### src/rtl/cntr8_ctrl_if.sv
// rtl/cntr8_ctrl_if.sv - command/status and counter-control bundle for cntr8_ctrl
// slave: the controller side; master: the host plus the cntr8 instance it drives.
interface cntr8_ctrl_if #(
  parameter int W = 8
);
  logic         start;
  logic [W-1:0] start_val;
  logic [W-1:0] target_val;
  logic         abort;
  logic         busy;
  logic         done;
  logic         aborted;
  logic [W-1:0] steps;
  logic         cnt_load;
  logic         cnt_inc;
  logic [W-1:0] cnt_d_in;
  logic [W-1:0] cnt_q;

  modport slave (
    input  start, start_val, target_val, abort, cnt_q,
    output busy, done, aborted, steps, cnt_load, cnt_inc, cnt_d_in
  );

  modport master (
    output start, start_val, target_val, abort, cnt_q,
    input  busy, done, aborted, steps, cnt_load, cnt_inc, cnt_d_in
  );
endinterface

### src/rtl/cntr8_ctrl.sv
// rtl/cntr8_ctrl.sv - load/step/park sequencer for one cntr8 counter
// Define CNTR8_CTRL_WRAP_EN to count along the shortest modular path.
module cntr8_ctrl #(
  parameter int W = 8
) (
  input  logic         clk,
  input  logic         reset,
  cntr8_ctrl_if.slave  bus
);

  typedef enum logic [1:0] {
    IDLE = 2'd0,
    LOAD = 2'd1,
    RUN  = 2'd2,
    DONE = 2'd3
  } state_t;

  state_t       state_q,   state_d;
  logic [W-1:0] park_q,    park_d;
  logic [W-1:0] start_q,   start_d;
  logic [W-1:0] target_q,  target_d;
  logic         dir_q,     dir_d;
  logic [W-1:0] steps_q,   steps_d;
  logic         aborted_q, aborted_d;
  logic         dir_cmd;

`ifdef CNTR8_CTRL_WRAP_EN
  localparam logic [W-1:0] HALF = {1'b1, {(W-1){1'b0}}};
  logic [W-1:0] fwd_dist;
  assign fwd_dist = bus.target_val - bus.start_val;
  // A distance of exactly half the ring goes up.
  assign dir_cmd  = (fwd_dist <= HALF);
`else
  assign dir_cmd  = (bus.target_val > bus.start_val);
`endif

  always_ff @(posedge clk) begin
    if (reset) begin
      state_q   <= IDLE;
      park_q    <= '0;
      start_q   <= '0;
      target_q  <= '0;
      dir_q     <= 1'b0;
      steps_q   <= '0;
      aborted_q <= 1'b0;
    end else begin
      state_q   <= state_d;
      park_q    <= park_d;
      start_q   <= start_d;
      target_q  <= target_d;
      dir_q     <= dir_d;
      steps_q   <= steps_d;
      aborted_q <= aborted_d;
    end
  end

  // The counter steps on every cycle load is low, so every state except a
  // stepping RUN cycle reloads it to hold its value.
  always_comb begin
    state_d      = state_q;
    park_d       = park_q;
    start_d      = start_q;
    target_d     = target_q;
    dir_d        = dir_q;
    steps_d      = steps_q;
    aborted_d    = aborted_q;
    bus.cnt_load = 1'b1;
    bus.cnt_inc  = 1'b0;
    bus.cnt_d_in = park_q;

    case (state_q)
      IDLE: begin
        if (bus.start) begin
          start_d   = bus.start_val;
          target_d  = bus.target_val;
          dir_d     = dir_cmd;
          steps_d   = '0;
          aborted_d = 1'b0;
          state_d   = LOAD;
        end
      end
      LOAD: begin
        bus.cnt_d_in = start_q;
        state_d      = RUN;
      end
      RUN: begin
        if (bus.cnt_q == target_q) begin
          bus.cnt_d_in = target_q;
          park_d       = target_q;
          state_d      = DONE;
        end else if (bus.abort) begin
          bus.cnt_d_in = bus.cnt_q;
          park_d       = bus.cnt_q;
          aborted_d    = 1'b1;
          state_d      = DONE;
        end else begin
          bus.cnt_load = 1'b0;
          bus.cnt_inc  = dir_q;
          if (steps_q != {W{1'b1}}) begin
            steps_d = steps_q + W'(1);
          end
        end
      end
      DONE: begin
        state_d = IDLE;
      end
      default: begin
        state_d = IDLE;
      end
    endcase
  end

  assign bus.busy    = (state_q == LOAD) || (state_q == RUN);
  assign bus.done    = (state_q == DONE);
  assign bus.aborted = aborted_q;
  assign bus.steps   = steps_q;

endmodule

### src/flat_wrapper.sv
// flat-port wrapper written by rule: the top's interface ports become plain ports
module cntr8_ctrl_flat 
#(
  parameter int W = 8
)
  (clk, reset, bus_start, bus_start_val, bus_target_val, bus_abort, bus_cnt_q, bus_busy, bus_done, bus_aborted, bus_steps, bus_cnt_load, bus_cnt_inc, bus_cnt_d_in);
  cntr8_ctrl_if #(.W(W)) bus_i ();
  input  logic clk;
  input  logic reset;
  input wire logic [$bits(bus_i.start)-1:0] bus_start;
  input wire logic [$bits(bus_i.start_val)-1:0] bus_start_val;
  input wire logic [$bits(bus_i.target_val)-1:0] bus_target_val;
  input wire logic [$bits(bus_i.abort)-1:0] bus_abort;
  input wire logic [$bits(bus_i.cnt_q)-1:0] bus_cnt_q;
  output wire logic [$bits(bus_i.busy)-1:0] bus_busy;
  output wire logic [$bits(bus_i.done)-1:0] bus_done;
  output wire logic [$bits(bus_i.aborted)-1:0] bus_aborted;
  output wire logic [$bits(bus_i.steps)-1:0] bus_steps;
  output wire logic [$bits(bus_i.cnt_load)-1:0] bus_cnt_load;
  output wire logic [$bits(bus_i.cnt_inc)-1:0] bus_cnt_inc;
  output wire logic [$bits(bus_i.cnt_d_in)-1:0] bus_cnt_d_in;
  assign bus_i.start = bus_start;
  assign bus_i.start_val = bus_start_val;
  assign bus_i.target_val = bus_target_val;
  assign bus_i.abort = bus_abort;
  assign bus_i.cnt_q = bus_cnt_q;
  assign bus_busy = bus_i.busy;
  assign bus_done = bus_i.done;
  assign bus_aborted = bus_i.aborted;
  assign bus_steps = bus_i.steps;
  assign bus_cnt_load = bus_i.cnt_load;
  assign bus_cnt_inc = bus_i.cnt_inc;
  assign bus_cnt_d_in = bus_i.cnt_d_in;
  cntr8_ctrl #(.W(W)) u_core (.clk(clk), .reset(reset), .bus(bus_i));
endmodule
### config.mk
export PLATFORM = sky130hd
export DESIGN_NAME = cntr8_ctrl_flat
export DESIGN_NICKNAME = d
export VERILOG_FILES = /design/src/rtl/cntr8_ctrl_if.sv /design/src/rtl/cntr8_ctrl.sv /design/src/flat_wrapper.sv
export SDC_FILE = /design/constraint.sdc
export NUM_CORES = 1
export LEC_CHECK = 0
export CAP_MARGIN = 20
export CORE_MARGIN = 4
export CORE_UTILIZATION = 55
export CTS_CLUSTER_SIZE = 40
export DETAILED_ROUTE_END_ITERATION = 10
export GPL_ROUTABILITY_DRIVEN = 0
export PLACE_DENSITY_LB_ADDON = 0.08
export SKIP_CTS_REPAIR_TIMING = 1
export SYNTH_ARGS = -nofsm -noshare
export SYNTH_HDL_FRONTEND = slang
export SYNTH_SLANG_ARGS = --single-unit
### constraint.sdc
create_clock -name clk -period 5.2 [get_ports clk]
set_input_delay 1.04 -clock clk [delete_from_list [all_inputs] [get_ports clk]]
set_output_delay 1.04 -clock clk [all_outputs]
set_load 0.01 [all_outputs]
==> impl_metrics.csv, run 1 <==
group,metric,value,unit
outcome,outcome,"finished clean",
hold_path,min_path_cells,2,
power,p_per_area,387,mW/mm^2
global_routing,grt.overflow.total,0,
layout,multi_input_area,0.00145,mm^2
worst_setup_path,r2r_slack,2.93,ns
clock_network,clock_path_buffers,2,
worst_setup_path,cp-start-kind,"input pin",
yosys,synth_top_cell_area_share,31.4,%
clock_network,tritoncts,"done",
yosys,yosysMostFrequentCell,"nand2_1",
hold_path,hp-class,"reg -> reg",
timing,rsz0062_at_grt,"false",
timing,drv_slew,0,
placed_design,place_hpwl,4040,um
die,num_io_pins,49,
yosys,yosysTopAreaCell,"dfxtp_1",
flow_run,max_cap_viol_count,0,
worst_setup_path,r2r-end,"u_core.bus.steps[6]",
worst_setup_path,critPathSlowestCell,"clkdlybuf4s50_1",
layout,num_antenna_cells,0,
route,drc,0,
die,die-area,0.00528,mm^2
layout,area_growth_syn_to_layout,24.7,%
worst_setup_path,critical_path_class,"in -> out",
power,power.leakage,1.05,nW
layout,final_net_count,371,
clock_network,clk_latency,0.28,ns
clock_network,clk_pin_slew,0.07,ns
route,drt-initial-drc-count,191,
clock_network,cts_sinks,36,
timing,setup-violations-final,0,
die,core_area,0.00403,mm^2
clock_network,cts_buffers,5,
worst_setup_path,endpoint_kind,"output pin",
clock_network,clockRootBuffer,"clkbuf_8",
global_routing,antenna_found_initial,0,
die,die_x,72.6,um
timing,min_period,4.56,ns
yosys,netlist_instances,287,
worst_setup_path,crit_family,"buffers and inverters",
timing,hold_ws,0.450,ns
clock_network,htree_num_levels,2,
yosys,yosys-top-cells-count,"48 x nand2_1, 36 x dfxtp_1, 27 x a21oi_1",
yosys,avgSynthCellArea,8.01,um^2
worst_setup_path,r2r_cells,7,
global_routing,grt_max_degree,34,
layout,fillCellCount,353,
yosys,synth_nets,329,
global_routing,grt_pass1_vias,1946,
timing,finalCritPeriodShare,87.7,%
worst_setup_path,crit_chain,"clkdlybuf4s50_1 > xnor2_1 > nand4_1 > o21ai_0 > o211ai_1 > a31oi_1 > clkdlybuf4s50_1",
global_routing,grt_pass1_wl,8910,um
worst_setup_path,critical_path.startpoint,"bus_cnt_q[4]",
route,via_per_inst,5.65,
route,wl,5410,um
yosys,synthFlopType,"dfxtp_1",
worst_setup_path,cpMostUsedCell,"clkdlybuf4s50_1",
timing,tns,0,ns
worst_setup_path,path_max_fanout,11,
yosys,ys_types,44,
hold_path,holdCritStartpoint,"u_core.bus.aborted",
die,die_h,72.6,um
worst_setup_path,required,4.16,ns
route,drtAntennaViolNets,0,
die,start_util,57.0,%
timing,tightest_slew,0.751,ns
timing,finalHoldViolations,0,
yosys,netlist_area,0.00230,mm^2
route,drt-wirelength-per-cell,14.3,um
route,dr_total_vias,2141,
placed_design,portBuffers,48,
yosys,synthArstFlopShare,0,%
hold_path,hold_end,"u_core.bus.aborted",
worst_setup_path,arrival,3.52,ns
power,ir_worst_vdd,0.289,mV
worst_setup_path,r2r_start,"u_core.state_q[0]",
layout,regArea,721,um^2
worst_setup_path,max_stage_delay,0.58,ns
layout,drive_gt1_share,6.08,%
placed_design,placed_area,0.00279,mm^2
die,rows,23,
power,p_total,1.11,mW
route,drt_pre_antenna_iters,4,
timing,fmax,219,MHz
timing,skew,0.00578,ns
worst_setup_path,path_buf_inv,2,
timing,slew_headroom,49.8,%
yosys,synth_area_leaders,"dfxtp_1 31%, nand2_1 7.8%, ha_1 7.6%, a21oi_1 5.9%, mux2i_1 3.9%",
yosys,synth_warnings,0,
yosys,synth-seq-cells,36,
yosys,ys_seq_area_share,31.4,%
layout,fin_area,0.00287,mm^2
yosys,synth_edf_count,0,
layout,final_core_util,71.1,%
global_routing,grt_use_total,21.1,%
sequential cells by signal (all words and copies together) (netlist names):
signal,count
u_core.bus.steps,8
u_core.park_q,8
u_core.start_q,8
u_core.target_q,8
u_core.state_q,2
u_core.bus.aborted,1
u_core.dir_q,1
cells by family after synthesis:
logic type	Yosys count	synth area share, %
adders and majority gates	14	7.62
xor gates and xnor gates	11	4.19
and+or+nand+nor	101	21.6
AOI/OAI and AO/OA	85	25.3
buffers and inverters	30	5.55
muxes	10	4.41
DFF	36	31.4
layout make-up:
class                           instances  share of cell area, %
Sequential cell                        36                   25.1
Tap cell                               50                   2.18
Inverter                               14                   1.83
Clock inverter                          1                  0.175
Timing Repair Buffer                   51                   17.5
Clock buffer                            6                   2.53
Multi-Input combinational cell        221                   50.6
tightest hold or removal path, cell delays in order, from the launching register on:
cell     delay (ns)
dfxtp_1        0.31
inv_1          0.05
a21oi_1        0.05
power by group:
| group | switching (mW) | internal (mW) | leakage (nW) | total, mW |
|---|---|---|---|---|
| Combinational | 0.284 | 0.272 | 0.719 | 0.556 |
| Sequential | 0.0429 | 0.325 | 0.294 | 0.368 |
| Clock | 0.0941 | 0.0911 | 0.0410 | 0.185 |
| Total | 0.421 | 0.688 | 1.05 | 1.11 |
worst max path at each step:
stage                                  to  slack, ns  cells past startpoint
after global routing      bus_cnt_d_in[5]       0.46                      7
after detailed placement  bus_cnt_d_in[5]       0.69                      7
after global placement    bus_cnt_d_in[5]       0.69                      7
after CTS                 bus_cnt_d_in[5]       0.68                      7
final                     bus_cnt_d_in[5]       0.64                      7
after floorplan           bus_cnt_d_in[0]       2.05                      6
per-stage QoR:
stage / setup WS [ns] / instances
global route: 0.460 / 379
floorplan: 2.05 / 287
detailed placement: 0.692 / 372
global placement: 0.686 / 372
finish: 0.637 / 379
CTS: 0.678 / 379
routing by layer:
metal	track usage [%]	wire [um]	vias up	part of all wire [%]
met2	32.6	2430	66	45
met3	3.58	357	8	6.6
met1	30.1	2550	964	47
li1	-	-	1103	-
met5	0	0	-	0
met4	6.35	59	0	1.1
cells in the final DEF (no fill, tap or decap), drive strengths merged, types with 9 or more instances in the layout:
master and count:
xnor2 9, inv 14, ha 14, clkdlybuf4s50 48, dfxtp 36, o211ai 11, mux2i 9, nor2 14
nand2 48, a21oi 28, nor2b 12, o21ai 13
Power figures use the tool's default switching activity.
==> run 2: changes to the inputs <==
- GPL_TIMING_DRIVEN: unset -> 0
- SKIP_CTS_REPAIR_TIMING: 1 -> unset
==> impl_metrics.csv, run 2 (synthesized netlist as in run 1, its figures left out) <==
group,metric,value,unit
die,die_h,72.6,um
route,via_per_inst,5.57,
die,core_area,0.00403,mm^2
worst_setup_path,crit_family,"buffers and inverters",
clock_network,cts_hold_buf,0,
route,drtAntennaViolNets,0,
clock_network,htree_num_levels,2,
worst_setup_path,max_stage_delay,0.58,ns
worst_setup_path,required,4.16,ns
global_routing,grt_use_total,23.3,%
worst_setup_path,crit_chain,"clkdlybuf4s50_1 > xnor2_1 > nand4_1 > buf_6 > o21ai_0 > o211ai_1 > a31oi_1 > clkdlybuf4s50_1",
power,power.leakage,1.09,nW
worst_setup_path,critPathSlowestCell,"clkdlybuf4s50_1",
timing,min_period,4.34,ns
timing,fmax,230,MHz
clock_network,cts_resized,0,
global_routing,grt_pass1_wl,9630,um
layout,fin_area,0.00295,mm^2
die,die_x,72.6,um
global_routing,grt.overflow.total,0,
power,p_per_area,406,mW/mm^2
power,seqPwrFrac,30.7,%
power,p_int,0.744,mW
timing,finalCritPeriodShare,83.5,%
worst_setup_path,r2r-end,"u_core.bus.steps[7]",
layout,area_growth_syn_to_layout,28.5,%
route,drc,0,
clock_network,clk_pin_slew,0.07,ns
global_routing,antenna_found_initial,0,
die,die-area,0.00528,mm^2
clock_network,cts_buffers,5,
worst_setup_path,arrival,3.30,ns
outcome,outcome,"finished clean",
route,dr_total_vias,2189,
layout,drive_gt1_share,7.00,%
die,start_util,57.0,%
placed_design,place_hpwl,4510,um
timing,slew_headroom,66.1,%
route,wl,5840,um
clock_network,clock_path_buffers,2,
global_routing,grt_pass1_vias,1983,
clock_network,cts_setup_buffers,0,
clock_network,cts_sinks,36,
hold_path,hp-class,"reg -> reg",
timing,setup-violations-final,0,
power,p_sw,0.455,mW
timing,skew,0.00664,ns
power,switching_share,38.0,%
layout,final_net_count,384,
hold_path,holdCritStartpoint,"u_core.start_q[3]",
route,drt-wirelength-per-cell,14.9,um
die,num_io_pins,49,
route,drt_pre_antenna_iters,4,
power,ir_worst_vdd,0.270,mV
worst_setup_path,endpoint_kind,"output pin",
route,drt-initial-drc-count,155,
layout,num_antenna_cells,0,
worst_setup_path,cp-start-kind,"input pin",
hold_path,min_path_cells,2,
die,rows,23,
timing,drv_slew,0,
power,pwr-share-comb,48.4,%
hold_path,hold_end,"u_core.start_q[3]",
worst_setup_path,path_buf_inv,3,
timing,finalHoldViolations,0,
worst_setup_path,path_max_fanout,10,
worst_setup_path,r2r_start,"u_core.state_q[0]",
clock_network,tritoncts,"done",
placed_design,placed_area,0.00284,mm^2
timing,rsz0062_at_grt,"false",
worst_setup_path,cpMostUsedCell,"clkdlybuf4s50_1",
clock_network,clockRootBuffer,"clkbuf_8",
timing,tns,0,ns
timing,tightest_slew,0.509,ns
global_routing,grt_max_degree,13,
worst_setup_path,critical_path_class,"in -> out",
worst_setup_path,r2r_cells,7,
flow_run,max_cap_viol_count,0,
power,pwr-share-clk,20.9,%
layout,mostFrequentLayoutCells,"48 x nand2_1, 48 x clkdlybuf4s50_1, 36 x dfxtp_1",
clock_network,clk_latency,0.29,ns
worst_setup_path,r2r_slack,3.28,ns
placed_design,portBuffers,48,
[run 2: layout make-up]
cell class	instances	area (um^2)
timing repair buffer	48	480
inverter	14	52.6
multi-input combinational	221	1450
clock buffer	5	68.8
fill	355	1080
clock inverter	3	42.5
tap	50	62.6
sequential	36	721
buffer	16	75.1
[run 2: worst register-to-register path: stages (launching register included)]
cell and delay, ns:
dfxtp_1 0.39, inv_1 0.10, ha_1 0.24, mux2_2 0.29, o21a_4 0.17, o211ai_4 0.12
o311ai_0 0.36, o31ai_1 0.13
[run 2: worst max-delay path by stage]
| stage | slack (ns) | cells past startpoint | endpoint | start |
|---|---|---|---|---|
| after floorplan | 2.05 | 6 | bus_cnt_d_in[0] | bus_cnt_q[2] |
| after global placement | 0.86 | 8 | bus_cnt_d_in[5] | bus_cnt_q[1] |
| after detailed placement | 0.88 | 8 | bus_cnt_d_in[7] | bus_cnt_q[1] |
| after CTS | 0.88 | 8 | bus_cnt_d_in[7] | bus_cnt_q[1] |
| after global routing | 0.69 | 8 | bus_cnt_d_in[5] | bus_cnt_q[0] |
| final | 0.86 | 8 | bus_cnt_d_in[5] | bus_cnt_q[2] |
[run 2: stage by stage]
step	std cells	hold slack [ns]	setup WS, ns	power, mW	utilization [%]
2_1_floorplan	287	0.432	2.05	0.708	-
3_3_place_gp	385	0.435	0.864	0.942	70.5
3_5_place_dp	385	0.448	0.880	0.952	70.5
4_1_cts	393	0.459	0.876	1.20	73.3
5_1_grt	393	0.472	0.691	1.27	73.3
6_report	393	0.457	0.859	1.20	73.3
[run 2: power by group through the flow]
stage / Sequential, mW / Clock (mW) / Combinational, mW
after global routing: 0.375 / 0.266 / 0.630
final: 0.368 / 0.251 / 0.580
after detailed placement: 0.373 / 0 / 0.579
after floorplan: 0.364 / 0 / 0.344
after global placement: 0.371 / 0 / 0.571
after CTS: 0.367 / 0.253 / 0.582
[run 2: per-layer routing]
metal	GRT usage, %	wire (um)
met3	4.55	287
met2	36.3	2700
met4	8.61	130
met1	31.9	2720
met5	0	0
